<file path="src/rtl/gps_gen_pkg.sv">
// Shared definitions for the GPS generator run controller: register map,
// CTRL bit positions, sequencer FSM states and the configuration structs
// exchanged between the register bank and the sequencer top.
package gps_gen_pkg;

  // Register map
  localparam logic [2:0] ADDR_CTRL     = 3'd0;
  localparam logic [2:0] ADDR_SAT      = 3'd1;
  localparam logic [2:0] ADDR_CA_PHASE = 3'd2;
  localparam logic [2:0] ADDR_DOPPLER  = 3'd3;
  localparam logic [2:0] ADDR_SNR      = 3'd4;
  localparam logic [2:0] ADDR_MSG_LO   = 3'd5;
  localparam logic [2:0] ADDR_MSG_HI   = 3'd6;
  localparam logic [2:0] ADDR_SWEEP    = 3'd7;

  // CTRL bit indices
  localparam int unsigned CTRL_RUN        = 0;
  localparam int unsigned CTRL_NOISE_OFF  = 1;
  localparam int unsigned CTRL_SIGNAL_OFF = 2;
  localparam int unsigned CTRL_SWEEP_EN   = 3;
  localparam int unsigned CTRL_MSG_EN     = 4;

  // C/A code length (1023 chips) at the core's 4x oversampling
  localparam int unsigned GC_OVERSAMPLED_LENGTH = 1023 * 4;

  typedef enum logic [1:0] {StIdle, StRun, StStopping} state_e;

  // Fields that drive the core directly
  typedef struct packed {
    logic        msg_en;
    logic        signal_off;
    logic        noise_off;
    logic [4:0]  sat;
    logic [15:0] ca_phase;
    logic [7:0]  snr;
    logic [31:0] msg;
  } core_cfg_t;

  // Fields consumed by the Doppler sweep
  typedef struct packed {
    logic       sweep_en;
    logic [7:0] step;
    logic [7:0] start;
    logic [7:0] dmax;
    logic [7:0] dwell;
  } sweep_cfg_t;

  typedef struct packed {
    core_cfg_t  core;
    sweep_cfg_t sweep;
  } cfg_t;

  function automatic cfg_t cfg_reset(input logic [31:0] msg_preset);
    cfg_t c;
    c          = '0;
    c.core.msg = msg_preset;
    return c;
  endfunction

endpackage

</file>
<file path="src/rtl/gps_cfg_regfile.sv">
// Shadow/active configuration register bank.
//  clk_i, rst_i     clock, synchronous active-high reset
//  wr_en_i          accepted write this cycle
//  wr_addr_i/data_i write address / data
//  busy_i           sequencer not idle: writes are held in shadow until commit
//  commit_i         epoch boundary while busy: shadow -> active
//  core_o           active core-facing fields (registered)
//  sweep_next_o     sweep fields as they will be after this cycle's write/commit
module gps_cfg_regfile
  import gps_gen_pkg::*;
#(
  parameter int unsigned NB_DATA    = 16,
  parameter int unsigned NB_ADDR    = 3,
  parameter logic [31:0] MSG_PRESET = 32'hFEEDCAFE
) (
  input  logic               clk_i,
  input  logic               rst_i,
  input  logic               wr_en_i,
  input  logic [NB_ADDR-1:0] wr_addr_i,
  input  logic [NB_DATA-1:0] wr_data_i,
  input  logic               busy_i,
  input  logic               commit_i,
  output core_cfg_t          core_o,
  output sweep_cfg_t         sweep_next_o
);

  cfg_t shadow_q, shadow_d;
  cfg_t active_q, active_d;

  always_comb begin
    shadow_d = shadow_q;
    if (wr_en_i) begin
      unique case (wr_addr_i)
        ADDR_CTRL: begin
          // run bit is owned by the sequencer FSM
          shadow_d.core.msg_en     = wr_data_i[CTRL_MSG_EN];
          shadow_d.sweep.sweep_en  = wr_data_i[CTRL_SWEEP_EN];
          shadow_d.core.signal_off = wr_data_i[CTRL_SIGNAL_OFF];
          shadow_d.core.noise_off  = wr_data_i[CTRL_NOISE_OFF];
        end
        ADDR_SAT:      shadow_d.core.sat      = wr_data_i[4:0];
        ADDR_CA_PHASE: shadow_d.core.ca_phase = wr_data_i[15:0];
        ADDR_DOPPLER: begin
          shadow_d.sweep.step  = wr_data_i[15:8];
          shadow_d.sweep.start = wr_data_i[7:0];
        end
        ADDR_SNR:      shadow_d.core.snr        = wr_data_i[7:0];
        ADDR_MSG_LO:   shadow_d.core.msg[15:0]  = wr_data_i[15:0];
        ADDR_MSG_HI:   shadow_d.core.msg[31:16] = wr_data_i[15:0];
        ADDR_SWEEP: begin
          shadow_d.sweep.dmax  = wr_data_i[15:8];
          shadow_d.sweep.dwell = wr_data_i[7:0];
        end
      endcase
    end

    // Idle: writes go straight through. Busy: only epoch commits move shadow
    // to active; writes are stalled during commit cycles so shadow_q is final.
    active_d = active_q;
    if (!busy_i) begin
      active_d = shadow_d;
    end else if (commit_i) begin
      active_d = shadow_q;
    end
  end

  always_ff @(posedge clk_i) begin
    if (rst_i) begin
      shadow_q <= cfg_reset(MSG_PRESET);
      active_q <= cfg_reset(MSG_PRESET);
    end else begin
      shadow_q <= shadow_d;
      active_q <= active_d;
    end
  end

  assign core_o       = active_q.core;
  assign sweep_next_o = active_d.sweep;

endmodule

</file>
<file path="src/rtl/gps_gen_sequencer.sv">
// Run controller for gps_gen_core.
//  clk_in, rst_in        clock, synchronous active-high reset
//  cfg_valid_in/addr/data config write request; cfg_ready_out accepts it
//  epoch_in              1-cycle pulse at C/A code wrap from the core
//  ena_out .. signal_off_out  configuration driven into the core
//  busy_out              sequencer not idle
//  bit_edge_out          1-cycle pulse when the nav bit index advances
module gps_gen_sequencer
  import gps_gen_pkg::*;
#(
  parameter int unsigned NB_DATA        = 16,
  parameter int unsigned NB_ADDR        = 3,
  parameter int unsigned EPOCHS_PER_BIT = 20,
  parameter logic [31:0] MSG_PRESET     = 32'hFEEDCAFE
) (
  input  logic               clk_in,
  input  logic               rst_in,
  input  logic               cfg_valid_in,
  input  logic [NB_ADDR-1:0] cfg_addr_in,
  input  logic [NB_DATA-1:0] cfg_data_in,
  output logic               cfg_ready_out,
  input  logic               epoch_in,
  output logic               ena_out,
  output logic               msg_out,
  output logic [4:0]         n_sat_out,
  output logic [15:0]        ca_phase_out,
  output logic [7:0]         doppler_out,
  output logic [7:0]         snr_out,
  output logic               noise_off_out,
  output logic               signal_off_out,
  output logic               busy_out,
  output logic               bit_edge_out
);

  localparam int unsigned EpochW = (EPOCHS_PER_BIT > 1) ? $clog2(EPOCHS_PER_BIT) : 1;
  localparam logic [EpochW-1:0] EpochLast = EpochW'(EPOCHS_PER_BIT - 1);

  state_e            state_q, state_d;
  logic [EpochW-1:0] epoch_cnt_q, epoch_cnt_d;
  logic [4:0]        bit_idx_q, bit_idx_d;
  logic              bit_edge_q, bit_edge_d;
  logic [7:0]        doppler_q, doppler_d;
  logic [7:0]        dwell_cnt_q, dwell_cnt_d;

  logic       busy, wr_en, ctrl_wr, run_bit, go, epoch_busy;
  logic [8:0] sum;
  core_cfg_t  core;
  sweep_cfg_t sweep_next;

  assign busy          = (state_q != StIdle);
  // Stall writes on commit cycles so a write never races a commit
  assign cfg_ready_out = ~(epoch_in & busy);
  assign wr_en         = cfg_valid_in & cfg_ready_out;
  assign ctrl_wr       = wr_en & (cfg_addr_in == ADDR_CTRL);
  assign run_bit       = cfg_data_in[CTRL_RUN];
  assign go            = (state_q == StIdle) & ctrl_wr & run_bit;
  assign epoch_busy    = epoch_in & busy;

  gps_cfg_regfile #(
    .NB_DATA   (NB_DATA),
    .NB_ADDR   (NB_ADDR),
    .MSG_PRESET(MSG_PRESET)
  ) u_regfile (
    .clk_i       (clk_in),
    .rst_i       (rst_in),
    .wr_en_i     (wr_en),
    .wr_addr_i   (cfg_addr_in),
    .wr_data_i   (cfg_data_in),
    .busy_i      (busy),
    .commit_i    (epoch_busy),
    .core_o      (core),
    .sweep_next_o(sweep_next)
  );

  // FSM next state
  always_comb begin
    state_d = state_q;
    unique case (state_q)
      StIdle:     if (ctrl_wr && run_bit) state_d = StRun;
      StRun:      if (ctrl_wr && !run_bit) state_d = StStopping;
      StStopping: begin
        if (epoch_in) begin
          state_d = StIdle;
        end else if (ctrl_wr && run_bit) begin
          state_d = StRun;
        end
      end
      default:    state_d = StIdle;
    endcase
  end

  // Nav-message epoch / bit counters
  always_comb begin
    epoch_cnt_d = epoch_cnt_q;
    bit_idx_d   = bit_idx_q;
    bit_edge_d  = 1'b0;
    if (go) begin
      epoch_cnt_d = '0;
      bit_idx_d   = '0;
    end else if (epoch_busy) begin
      if (epoch_cnt_q == EpochLast) begin
        epoch_cnt_d = '0;
        bit_idx_d   = bit_idx_q + 5'd1;
        bit_edge_d  = 1'b1;
      end else begin
        epoch_cnt_d = epoch_cnt_q + EpochW'(1);
      end
    end
  end

  // Doppler sweep; uses post-commit values so a same-epoch commit applies first
  always_comb begin
    sum         = {1'b0, doppler_q} + {1'b0, sweep_next.step};
    doppler_d   = doppler_q;
    dwell_cnt_d = dwell_cnt_q;
    if (!busy || !sweep_next.sweep_en) begin
      doppler_d   = sweep_next.start;
      dwell_cnt_d = '0;
    end else if (epoch_in) begin
      if (dwell_cnt_q == sweep_next.dwell) begin
        dwell_cnt_d = '0;
        // Covers both 8-bit overflow (sum[8]) and exceeding dmax
        doppler_d   = (sum > {1'b0, sweep_next.dmax}) ? sweep_next.start : sum[7:0];
      end else begin
        dwell_cnt_d = dwell_cnt_q + 8'd1;
      end
    end
  end

  always_ff @(posedge clk_in) begin
    if (rst_in) begin
      state_q     <= StIdle;
      epoch_cnt_q <= '0;
      bit_idx_q   <= '0;
      bit_edge_q  <= 1'b0;
      doppler_q   <= '0;
      dwell_cnt_q <= '0;
    end else begin
      state_q     <= state_d;
      epoch_cnt_q <= epoch_cnt_d;
      bit_idx_q   <= bit_idx_d;
      bit_edge_q  <= bit_edge_d;
      doppler_q   <= doppler_d;
      dwell_cnt_q <= dwell_cnt_d;
    end
  end

  assign busy_out       = busy;
  assign ena_out        = busy;
  assign bit_edge_out   = bit_edge_q;
  assign msg_out        = core.msg_en & core.msg[5'd31 - bit_idx_q];
  assign n_sat_out      = core.sat;
  assign ca_phase_out   = core.ca_phase;
  assign doppler_out    = doppler_q;
  assign snr_out        = core.snr;
  assign noise_off_out  = core.noise_off;
  assign signal_off_out = core.signal_off;

endmodule
</file>
<file path="config.mk">
export PLATFORM = sky130hd
export DESIGN_NAME = gps_gen_sequencer
export DESIGN_NICKNAME = d
export VERILOG_FILES = /design/src/rtl/gps_gen_pkg.sv /design/src/rtl/gps_cfg_regfile.sv /design/src/rtl/gps_gen_sequencer.sv
export SDC_FILE = /design/constraint.sdc
export NUM_CORES = 1
export LEC_CHECK = 0
export CAP_MARGIN = 30
export CORE_MARGIN = 2
export CORE_UTILIZATION = 30
export CTS_CLUSTER_SIZE = 25
export DETAILED_ROUTE_END_ITERATION = 16
export GPL_ROUTABILITY_DRIVEN = 1
export MAX_ROUTING_LAYER = met4
export REMOVE_ABC_BUFFERS = 1
export SLEW_MARGIN = 20
export SYNTH_ARGS = -nofsm -noshare
export SYNTH_HDL_FRONTEND = slang
export SYNTH_SLANG_ARGS = --single-unit
</file>
<file path="constraint.sdc">
create_clock -name clk_in -period 9.7 [get_ports clk_in]
set_input_delay 1.94 -clock clk_in [delete_from_list [all_inputs] [get_ports clk_in]]
set_output_delay 1.94 -clock clk_in [all_outputs]
set_load 0.005 [all_outputs]
</file>
* Word level (Yosys, flattened, before mapping) *
Cells that the tools add are included.

word-level totals
  bits in registers = 223
  output and inout bits = 44
  bits of input ports = 23

cells by class
  equal/unequal tests = 13
  $lt $le $gt $ge = 2
  $add $sub $neg = 5
  muxes and demuxes = 25
  bitwise gates (word level) = 7
  reductions and logical operators = 16

operators with widths
  cell                 count
  $mux 97              3
  $mux 16              5
  $mux 8               6
  $eq 3x3->1 const B   4
  $add 5x1->5 const B  2
  $mux 5               2
  $add 8x8->9          1
  $gt 9x8->1           1
  $add 8x1->8 const B  1
  $eq 8x8->1           1
  $and 1x1->1          6
  $eq 3x2->1 const B   2
  $lt 5x6->1 const B   1
  $mux 2               3
  $pmux 2 s3           1
  $reduce_bool 2->1    3
  $bmux 1 s5           1
  $eq 5x5->1 const B   1
  $sub 5x5->5 const A  1
  $reduce_and 2->1     2
  $reduce_or 2->1      2
  $eq 3x1->1 const B   1
  $logic_not 1->1      3
  $logic_not 3->1      1
  other kinds (11)     14

* Logic depth before layout (Yosys ltp) *
Gate-level depths: netlist of the first run.

  word-level depth = 12
  gate-level depth with buffers = 25

* By module *
Synthesis of the first run repeated with hierarchy kept, for this count alone.

unflattened totals
  cells, all modules = 1318
  area total of the unflattened synthesis = 11523.6 µm²

by module, submodules not included
  module             cells each  seq. area each (µm²)  times used  area an instance (µm²)
  gps_cfg_regfile    1088        3883.7                1           9385.3
  gps_gen_sequencer  230         580.6                 1           2138.3

* Worst setup path before layout of the first run *
Ideal clock, no wire load.

  path kind = input-to-reg
  start = input port epoch_in
  end = register doppler_q[0] (netlist: doppler_out[0])
  setup slack = 3.414 ns
  cell stages on the path = 25
  arrival time = 6.164 ns
  buffers on the path = 3
  path through = buf_4 o21a_1 buf_2 inv_2 nand3_2 a21oi_1 buf_2 nor2_1 nor2_1 ha_1 inv_1 fa_1 nand3b_1 a21boi_0 o21ai_0 nor2b_1 xnor2_1 ha_1 nor4_1 o21ai_0 a21oi_1 o31ai_1 nor2_1 nor2_1 o311a_1

RTL lines
  element               RTL line                  RTL
  start, declared       gps_gen_sequencer.sv:22   input logic epoch_in,
  end signal, assigned  gps_gen_sequencer.sv:143  doppler_q <= doppler_d;
  end, declared         gps_gen_sequencer.sv:42   logic [7:0] doppler_q, doppler_d;

==> run_results.csv, run 1 <==
group,metric,value,unit
setup_path,path_max_fanout,17,
clock_tree,cts_tree,"done",
sta,finalCriticalPeriod,7.32,ns
power,p_leak,4.73,nW
setup_path,crit_path_end_kind,"flip-flop",
logic_synthesis,ys_ff_latch,223,
sta,setup_viol,0,
sta,slew_violations,0,
logic_synthesis,yosysSeqAreaShare,44.8,%
logic_synthesis,synth_cell_types,61,
detailed_routing,vias,7783,
finish,final_layout_size_suffix_gt1_share,8.36,%
floorplan,ios,67,
grt,antenna_found_initial,0,
sta,hold_slack,0.452,ns
grt,overflow,0,
grt,grt_pass1_vias,7426,
sta,final.period_utilization,75.5,%
finish,num-fill-cells,3289,
clock_tree,cts_max_path_buffers,3,
logic_synthesis,yosys.area.top_type,"dfxtp_1",
logic_synthesis,ys_warn_count,0,
power,ir_worst_vdd,130,uV
detailed_routing,drt-initial-drc-count,485,
floorplan,core_area,0.0326,mm^2
floorplan,num_rows,66,
grt,grt_pass1_wl,41.6,mm
detailed_routing,ant_nets,0,
setup_path,ff2ff_setup_slack,3.58,ns
floorplan,die_width,186,um
placed_design,gp_congestion,0.846,
logic_synthesis,syn_avg_cell_area,9.30,um^2
setup_path,critPathLaunchType,"input pin",
clock_tree,post-cts-setup-buffers,0,
logic_synthesis,synth_most_common_cell,"dfxtp_1",
placed_design,io_buffers,66,
logic_synthesis,synth_edf_count,0,
worst_hold_path,hold_depth,2,
clock_tree,numCtsBuffers,25,
finish,fin_area,0.0117,mm^2
logic_synthesis,synth_area_leaders,"dfxtp_1 45%, mux2i_1 11%, nor2_1 4.6%, nand2_1 3.6%, o21ai_0 3.0%",
grt,track_usage,15.1,%
finish,area_delta_synth_final,17.0,%
power,p_per_area,186,mW/mm^2
detailed_routing,vias_per_cell,5.08,
sta,grt_setup_unrepaired,"no",
clock_tree,holdBufCountCts,0,
detailed_routing,wl_per_cell,17.2,um
sta,setup_tns,0,ns
clock_tree,htree_num_levels,1,
clock_tree,cts_num_sinks,223,
setup_path,crit_type,"in2reg",
clock_tree,cts_resized,0,
logic_synthesis,synthCells,1072,
sta,clock_skew,0.0119,ns
placed_design,dpl-instance-area,0.0108,mm^2
detailed_routing,firstDrtPassIters,5,
logic_synthesis,synth_ff_type,"dfxtp_1",
logic_synthesis,synth_common_cells,"223 x dfxtp_1, 121 x nor2_1, 108 x mux2i_1",
finish,multi_input_area,0.00482,mm^2
floorplan,start_util,30.6,%
finish,seqCellArea,0.00446,mm^2
floorplan,chipHeight,186,um
setup_path,rr_worst_depth,23,
placed_design,dp_hpwl,16.9,mm
setup_path,worstPathArrival,7.72,ns
finish,insertedDiodeCount,0,
detailed_routing,drt-total-wl,26.4,mm
clock_tree,clock_latency,0.52,ns
sta,finalHoldViolCount,0,
sta,timing.fmax,0.137,GHz
setup_path,cp.required,10.10,ns
logic_synthesis,synth_area,0.00997,mm^2
worst_hold_path,hp-class,"reg2reg",
logic_synthesis,synth.top_cell.area_share,44.8,%
detailed_routing,drc,0,
flow_run,cap_violations,0,
finish,nets,1114,
clock_tree,cts-root-buf,"clkbuf_16",
floorplan,die_area,0.0347,mm^2
logic_synthesis,synth-async-reset-ratio,0,%
sta,worst_pin_slew,1.00,ns
grt,grt_max_degree,69,
sta,slew_headroom,33.4,%
status,status,"finished, final reports clean",
clock_tree,clkTransAtPathRegs,0.06,ns
worst paths after layout:
check | start | to
worst max register to register | state_q[1]$_SDFFE_PP0P_ | doppler_out[0]$_SDFFE_PP0P_
worst min register to register | u_regfile.shadow_q[12]$_SDFF_PP0_ | u_regfile.shadow_q[12]$_SDFF_PP0_
worst min-delay path | u_regfile.shadow_q[12]$_SDFF_PP0_ | u_regfile.shadow_q[12]$_SDFF_PP0_
worst max-delay path | cfg_addr_in[2] | doppler_out[0]$_SDFFE_PP0P_
cell families (layout without fill, tap and decap cells):
logic type / after synthesis / after routing / synth area share, %
AO/OA/AOI/OAI: 245 / 245 / 17.2
XOR/XNOR: 23 / 23 / 2.02
adder cells (fa/ha/maj): 21 / 21 / 2.71
buffers and inverters: 149 / 166 / 7.06
flip-flops: 223 / 223 / 44.8
multiplexers: 121 / 121 / 13.4
AND/OR/NAND/NOR: 290 / 290 / 12.8
registers in the layout (all words and copies together), names as in the netlist, 2 cells and up:
name,flops
u_regfile.core_o,64
u_regfile.shadow_q,97
bit_idx_q,5
u_regfile.active_q,33
dwell_cnt_q,8
doppler_out,8
state_q,2
epoch_cnt_q,5
final cells by class:
cell class / instances / share of cell area (%)
multi-input combinational: 700 / 41.3
sequential: 223 / 38.3
timing repair buffer: 86 / 6.86
clock buffer: 35 / 6.20
tap: 442 / 4.74
clock inverter: 11 / 1.58
inverter: 34 / 1.09
cells in the final DEF, fill, tap and decap left out, types with 4 or more instances in the layout:
cell type / n
a21o_1: 10
a21oi_1: 42
a221oi_1: 25
a311o_1: 7
a32oi_1: 10
and3_1: 10
buf_4: 20
bufinv_16: 5
clkbuf_1: 4
clkbuf_16: 25
clkbuf_8: 6
clkdlybuf4s50_1: 64
clkinv_2: 5
dfxtp_1: 223
ha_1: 20
inv_1: 33
mux2i_1: 108
mux4_2: 10
nand2_1: 95
nand2b_1: 5
nand3_1: 11
nand4_1: 9
nor2_1: 120
nor3_1: 18
o211ai_1: 13
o21ai_0: 60
o22a_1: 15
o22ai_1: 10
o2bb2ai_1: 29
o311a_1: 6
xnor2_1: 13
xor2_1: 10
per-stage QoR:
stage	cells	worst slack (ns)	utilization, %	total power (W)
after floorplan	957	2.91	-	0.00107
after global placement	1482	2.11	32.9	0.00115
after detailed placement	1483	1.96	33.0	0.00115
after CTS	1529	2.48	35.7	0.00218
after global routing	1531	1.85	35.8	0.00224
final	1531	2.38	35.8	0.00217
where the power goes:
| group | internal (W) | switching (W) | leakage (nW) | total (W) |
|---|---|---|---|---|
| registers | 0.000941 | 0.0000128 | 1.81 | 0.000954 |
| clock network | 0.000652 | 0.000380 | 0.451 | 0.00103 |
| logic | 0.0000715 | 0.000108 | 2.47 | 0.000180 |
layer usage:
layer / vias up / routed length [um] / GRT usage [%]
met5: - / 0 / -
met4: 0 / 346 / 3.08
met3: 28 / 1150 / 2.01
met2: 164 / 12400 / 24.5
met1: 3793 / 12500 / 20.2
li1: 3798 / - / -
worst max-delay path: stages:
cell and delay, ns:
clkdlybuf4s50_1 0.57, and3b_1 0.32, nand3_2 0.47, a21oi_1 0.65, buf_4 0.27, nor2_1 0.06, nor2_1 0.12, ha_1 0.18
inv_1 0.06, fa_1 0.42, nand3b_1 0.19, a21boi_0 0.22, o21ai_0 0.17, nor2b_1 0.18, xnor2_1 0.15, ha_1 0.20
nor4_1 0.21, o21ai_0 0.12, a21oi_1 0.18, o31ai_1 0.14, nor2_1 0.48, nor2_1 0.11, o311a_1 0.30
Note: power is estimated with default switching activity, not from simulation.
==> run 2: changes to the inputs <==
==> constraint.sdc (replaced) <==
create_clock -name clk_in -period 7.4 [get_ports clk_in]
set_input_delay 1.48 -clock clk_in [delete_from_list [all_inputs] [get_ports clk_in]]
set_output_delay 1.48 -clock clk_in [all_outputs]
set_load 0.005 [all_outputs]
==> run 2 against run 1 <==
Against the previous run: wire length is 0.83% higher; critical path type unchanged; register-to-register slack worse by 1.6 ns; non-clock buffer count is 5 higher; count of clock-buffer cells in the layout is 3 higher; largest power group is now sequential cells.
==> run_results.csv, run 2 (same netlist as run 1, synthesis figures left out) <==
group,metric,value,unit
setup_path,critPathLaunchType,"input pin",
setup_path,crit_type,"in2reg",
sta,hold_slack,0.453,ns
clock_tree,cts_max_path_buffers,3,
clock_tree,holdBufCountCts,0,
finish,final_layout_size_suffix_gt1_share,8.42,%
sta,timing.fmax,0.162,GHz
detailed_routing,drt-initial-drc-count,410,
finish,largest-register,"u_regfile.shadow_q",
sta,slew_headroom,30.4,%
grt,overflow,0,
grt,grt_pass1_wl,42.1,mm
grt,track_usage,15.4,%
detailed_routing,firstDrtPassIters,5,
finish,insertedDiodeCount,0,
power,p_per_area,233,mW/mm^2
finish,nets,1120,
setup_path,worstPathArrival,6.58,ns
placed_design,dpl-instance-area,0.0108,mm^2
floorplan,start_util,30.6,%
sta,final.period_utilization,83.4,%
sta,setup_tns,0,ns
grt,grt_max_degree,70,
clock_tree,clock_latency,0.52,ns
floorplan,die_width,186,um
setup_path,crit_path_end_kind,"flip-flop",
power,p_int,0.00207,W
power,switching_power,0.000643,W
detailed_routing,wl_per_cell,17.3,um
floorplan,die_area,0.0347,mm^2
finish,largest_reg_flops,97,
clock_tree,clkTransAtPathRegs,0.06,ns
sta,finalHoldViolCount,0,
power,ir_worst_vdd,167,uV
finish,final_cells,1535,
flow_run,cap_violations,0,
power,combPwrFrac,8.8,%
finish,layout_common_cells,"223 x dfxtp_1, 120 x nor2_1, 108 x mux2i_1",
clock_tree,numCtsBuffers,26,
clock_tree,cts_resized,0,
power,p_leak,4.71,nW
finish,final_common_cell,"dfxtp_1",
floorplan,ios,67,
floorplan,num_rows,66,
power,clock_power_share,45.1,%
sta,setup_viol,0,
sta,worst_pin_slew,1.04,ns
power,swShare,23.7,%
sta,clock_skew,0.0144,ns
finish,final_util,35.6,%
detailed_routing,vias,7721,
sta,slew_violations,0,
clock_tree,htree_num_levels,1,
status,status,"finished, final reports clean",
sta,grt_setup_unrepaired,"no",
floorplan,core_area,0.0326,mm^2
clock_tree,post-cts-setup-buffers,0,
clock_tree,cts-root-buf,"clkbuf_16",
detailed_routing,drc,0,
finish,fin_area,0.0116,mm^2
placed_design,post-place-cells,1488,
placed_design,gp_congestion,0.825,
finish,multi_input_area,0.00482,mm^2
finish,seqCellArea,0.00446,mm^2
setup_path,path_max_fanout,8,
setup_path,cp.required,7.80,ns
power,pwr-share-seq,46.1,%
finish,num-fill-cells,3275,
placed_design,dp_hpwl,16.9,mm
finish,area_delta_synth_final,16.5,%
worst_hold_path,hp-class,"reg2reg",
clock_tree,cts_num_sinks,223,
floorplan,chipHeight,186,um
sta,finalCriticalPeriod,6.17,ns
grt,antenna_found_initial,0,
setup_path,rr_startpoint,"state_q[1]$_SDFFE_PP0P_",
grt,grt_pass1_vias,7363,
clock_tree,cts_tree,"done",
detailed_routing,ant_nets,0,
setup_path,startpoint,"cfg_addr_in[2]",
placed_design,io_buffers,66,
detailed_routing,drt-total-wl,26.6,mm
detailed_routing,vias_per_cell,5.03,
worst_hold_path,worstHoldStart,"u_regfile.shadow_q[14]$_SDFF_PP0_",
==> run 2: cell count changes in the layout (fill, tap and decap cells not counted), sizes merged <==
cell    change
clkbuf      +3
bufinv      -4
buf         +5
==> run 2: per-layer routing <==
layer | track usage (%) | vias to the layer above | part of all wire [%]
met5 | - | - | 0
met1 | 20.2 | 3710 | 47
li1 | - | 3801 | -
met4 | 3.69 | 0 | 2.0
met2 | 24.9 | 172 | 47
met3 | 2.13 | 38 | 4.5
==> run 2: cell type report <==
class	count	area share (%)
sequential	223	38.4
multi-input combinational	700	41.4
timing repair buffer	91	7.23
tap	442	4.76
inverter	34	1.10
clock buffer	38	6.51
clock inverter	7	0.549
==> run 2: final timing paths <==
path | slack, ns | end | depth (start not counted)
setup / recovery | 1.23 | doppler_out[2]$_SDFFE_PP0P_ | 22
hold / removal | 0.45 | u_regfile.shadow_q[14]$_SDFF_PP0_ | 2
setup reg to reg | 1.97 | doppler_out[2]$_SDFFE_PP0P_ | 19
hold reg to reg | 0.45 | u_regfile.shadow_q[14]$_SDFF_PP0_ | 2
==> run 2: power groups by stage <==
stage / registers (W) / clock network, W / logic (W)
finish: 0.00125 / 0.00122 / 0.000237
global route: 0.00125 / 0.00131 / 0.000260
CTS: 0.00125 / 0.00125 / 0.000238
detailed placement: 0.00128 / 0 / 0.000237
global placement: 0.00128 / 0 / 0.000235
floorplan: 0.00127 / 0 / 0.000125
==> run 2: critical path, cell delays in order <==
cell,delay (ns)
clkdlybuf4s50_1,0.56
and3b_1,0.31
nand3_2,0.11
a21oi_1,0.57
nor2_1,0.12
nor2_1,0.13
ha_1,0.16
inv_1,0.06
fa_1,0.42
nand3b_1,0.19
a21boi_0,0.24
o21ai_0,0.17
nor2b_1,0.17
xnor2_1,0.23
ha_1,0.29
o21ai_0,0.09
nand2b_1,0.08
a21oi_1,0.20
o31ai_1,0.15
nor2_1,0.45
nor2_1,0.09
o311a_1,0.31
==> run 2: through the flow <==
step           power, W  setup WS, ns
2_1_floorplan   0.00140         0.610
3_3_place_gp    0.00151         0.876
3_5_place_dp    0.00151         0.709
4_1_cts         0.00274          1.23
5_1_grt         0.00282         0.752
6_report        0.00271          1.23
==> run 3: changes to the inputs <==
==> constraint.sdc (replaced) <==
create_clock -name clk_in -period 6.1 [get_ports clk_in]
set_input_delay 1.22 -clock clk_in [delete_from_list [all_inputs] [get_ports clk_in]]
set_output_delay 1.22 -clock clk_in [all_outputs]
set_load 0.005 [all_outputs]
==> run 3 against run 2 <==
Against the previous run: global-route usage up 0.43 points; total power rose by 23%; setup slack got worse by 0.34 ns; highest routed layer unchanged.
==> run_results.csv, run 3 (same netlist as run 1, synthesis figures left out) <==
group,metric,value,unit
status,status,"finished, final reports clean",
placed_design,io_buffers,66,
clock_tree,clock_latency,0.51,ns
detailed_routing,firstDrtPassIters,5,
worst_hold_path,worstHoldStart,"u_regfile.shadow_q[14]$_SDFF_PP0_",
finish,final_common_cell,"dfxtp_1",
sta,setup_tns,0,ns
grt,track_usage,15.8,%
placed_design,preCtsSetupSlack,0.410,ns
grt,grt_pass1_wl,43.4,mm
sta,clock_skew,0.00895,ns
floorplan,core_area,0.0326,mm^2
grt,grtUsageMet1,21.2,%
finish,largest_reg_flops,97,
setup_path,worstPathArrival,5.61,ns
power,p_per_area,284,mW/mm^2
detailed_routing,drc,0,
setup_path,path_buf_inv,3,
clock_tree,numCtsBuffers,25,
grt,antenna_found_initial,0,
sta,finalHoldViolCount,0,
power,ir_worst_vdd,195,uV
sta,final.period_utilization,85.4,%
clock_tree,cts_resized,0,
detailed_routing,drt-initial-drc-count,523,
sta,worst_slack,0.893,ns
placed_design,dp_hpwl,17.5,mm
power,p_leak,4.80,nW
floorplan,start_util,30.6,%
grt,overflow,0,
placed_design,gp_congestion,0.851,
sta,worst_pin_slew,0.977,ns
finish,nets,1134,
clock_tree,clkTransAtPathRegs,0.06,ns
clock_tree,cts-root-buf,"clkbuf_16",
setup_path,crit_path_end_kind,"flip-flop",
detailed_routing,ant_nets,0,
grt,grtUsageMet2,24.8,%
setup_path,critPathLaunchType,"input pin",
setup_path,cp.required,6.50,ns
grt,grt-busiest-layer,"met2",
setup_path,crit_family,"compound AO/OA/AOI/OAI gates",
power,finalPower,0.00334,W
finish,final_layout_size_suffix_gt1_share,9.85,%
floorplan,die_area,0.0347,mm^2
clock_tree,cts_max_path_buffers,3,
detailed_routing,drt-total-wl,26.8,mm
setup_path,slowest_delay,0.47,ns
finish,area_delta_synth_final,18.0,%
floorplan,chipHeight,186,um
grt,grtUsageMet3,2.46,%
sta,grt_setup_unrepaired,"no",
setup_path,crit_type,"in2reg",
sta,hold_slack,0.454,ns
sta,slew_violations,0,
floorplan,ios,67,
sta,slew_headroom,34.6,%
clock_tree,htree_num_levels,1,
detailed_routing,vias,7841,
sta,timing.fmax,0.192,GHz
grt,grt_max_degree,88,
worst_hold_path,hp-class,"reg2reg",
setup_path,path_max_fanout,8,
setup_path,critPathSlowestCell,"clkdlybuf4s50_1",
finish,layout_common_cells,"223 x dfxtp_1, 120 x nor2_1, 108 x mux2i_1",
floorplan,num_rows,66,
grt,grt_pass1_vias,7606,
flow_run,cap_violations,0,
setup_path,ff2ff_setup_slack,1.52,ns
setup_path,rr_startpoint,"state_q[1]$_SDFFE_PP0P_",
detailed_routing,vias_per_cell,5.06,
clock_tree,holdBufCountCts,0,
sta,setup_viol,0,
floorplan,die_width,186,um
clock_tree,post-cts-setup-buffers,0,
clock_tree,cts_tree,"done",
setup_path,cp_cell_sequence,"clkdlybuf4s50_1, and3b_1, nand3_1, o22ai_1, nor2_1, ha_1, inv_1, fa_1, nand3b_1, a21boi_0, o21ai_0, nor2b_1, xnor2_1, ha_1, o21ai_0, nand2b_1, a21oi_1, o31ai_1, nor2_1, buf_4, a21o_1, o211a_1",
clock_tree,cts_num_sinks,223,
setup_path,startpoint,"cfg_addr_in[2]",
finish,largest-register,"u_regfile.shadow_q",
finish,insertedDiodeCount,0,
detailed_routing,wl_per_cell,17.3,um
sta,finalCriticalPeriod,5.21,ns
[run 3: layout make-up]
| cell class | instances | area [um^2] |
|---|---|---|
| fillers | 3262 | 20900 |
| clock buffers | 33 | 696 |
| repair buffers | 106 | 973 |
| well taps | 442 | 553 |
| multi-input cells | 700 | 4820 |
| inverters | 34 | 128 |
| flip-flops and latches | 223 | 4460 |
| clock inverters | 11 | 134 |
[run 3: power by group]
group	internal (W)	switching, W	total, W
logic	0.000122	0.000174	0.000296
registers	0.00150	0.0000206	0.00152
clock network	0.000926	0.000598	0.00152
total	0.00254	0.000792	0.00334
[run 3: worst paths after layout]
check,endpoint,depth (start not counted)
max,doppler_out[6]$_SDFFE_PP0P_,22
min,u_regfile.shadow_q[14]$_SDFF_PP0_,2
max reg2reg,doppler_out[1]$_SDFFE_PP0P_,21
min reg2reg,u_regfile.shadow_q[14]$_SDFF_PP0_,2
[run 3: per-layer routing]
metal	up-vias	share of wire (%)	wire length, um
li1	3827	-	-
met5	-	0	0
met2	192	47	12500
met4	0	1.8	474
met1	3787	46	12500
met3	35	5.1	1360
[run 3: tightest hold or removal path: stages (launching register included)]
cell and delay, ns:
dfxtp_1 0.31, nand2_1 0.05, a21oi_1 0.05
[run 3: metrics by stage]
stage / area, um^2 / util, % / instances
after global routing: 11800 / 36.1 / 1549
final: 11800 / 36.1 / 1549
after detailed placement: 10900 / 33.4 / 1502
after floorplan: 9400 / - / 957
after CTS: 11700 / 35.9 / 1546
after global placement: 10900 / 33.4 / 1502
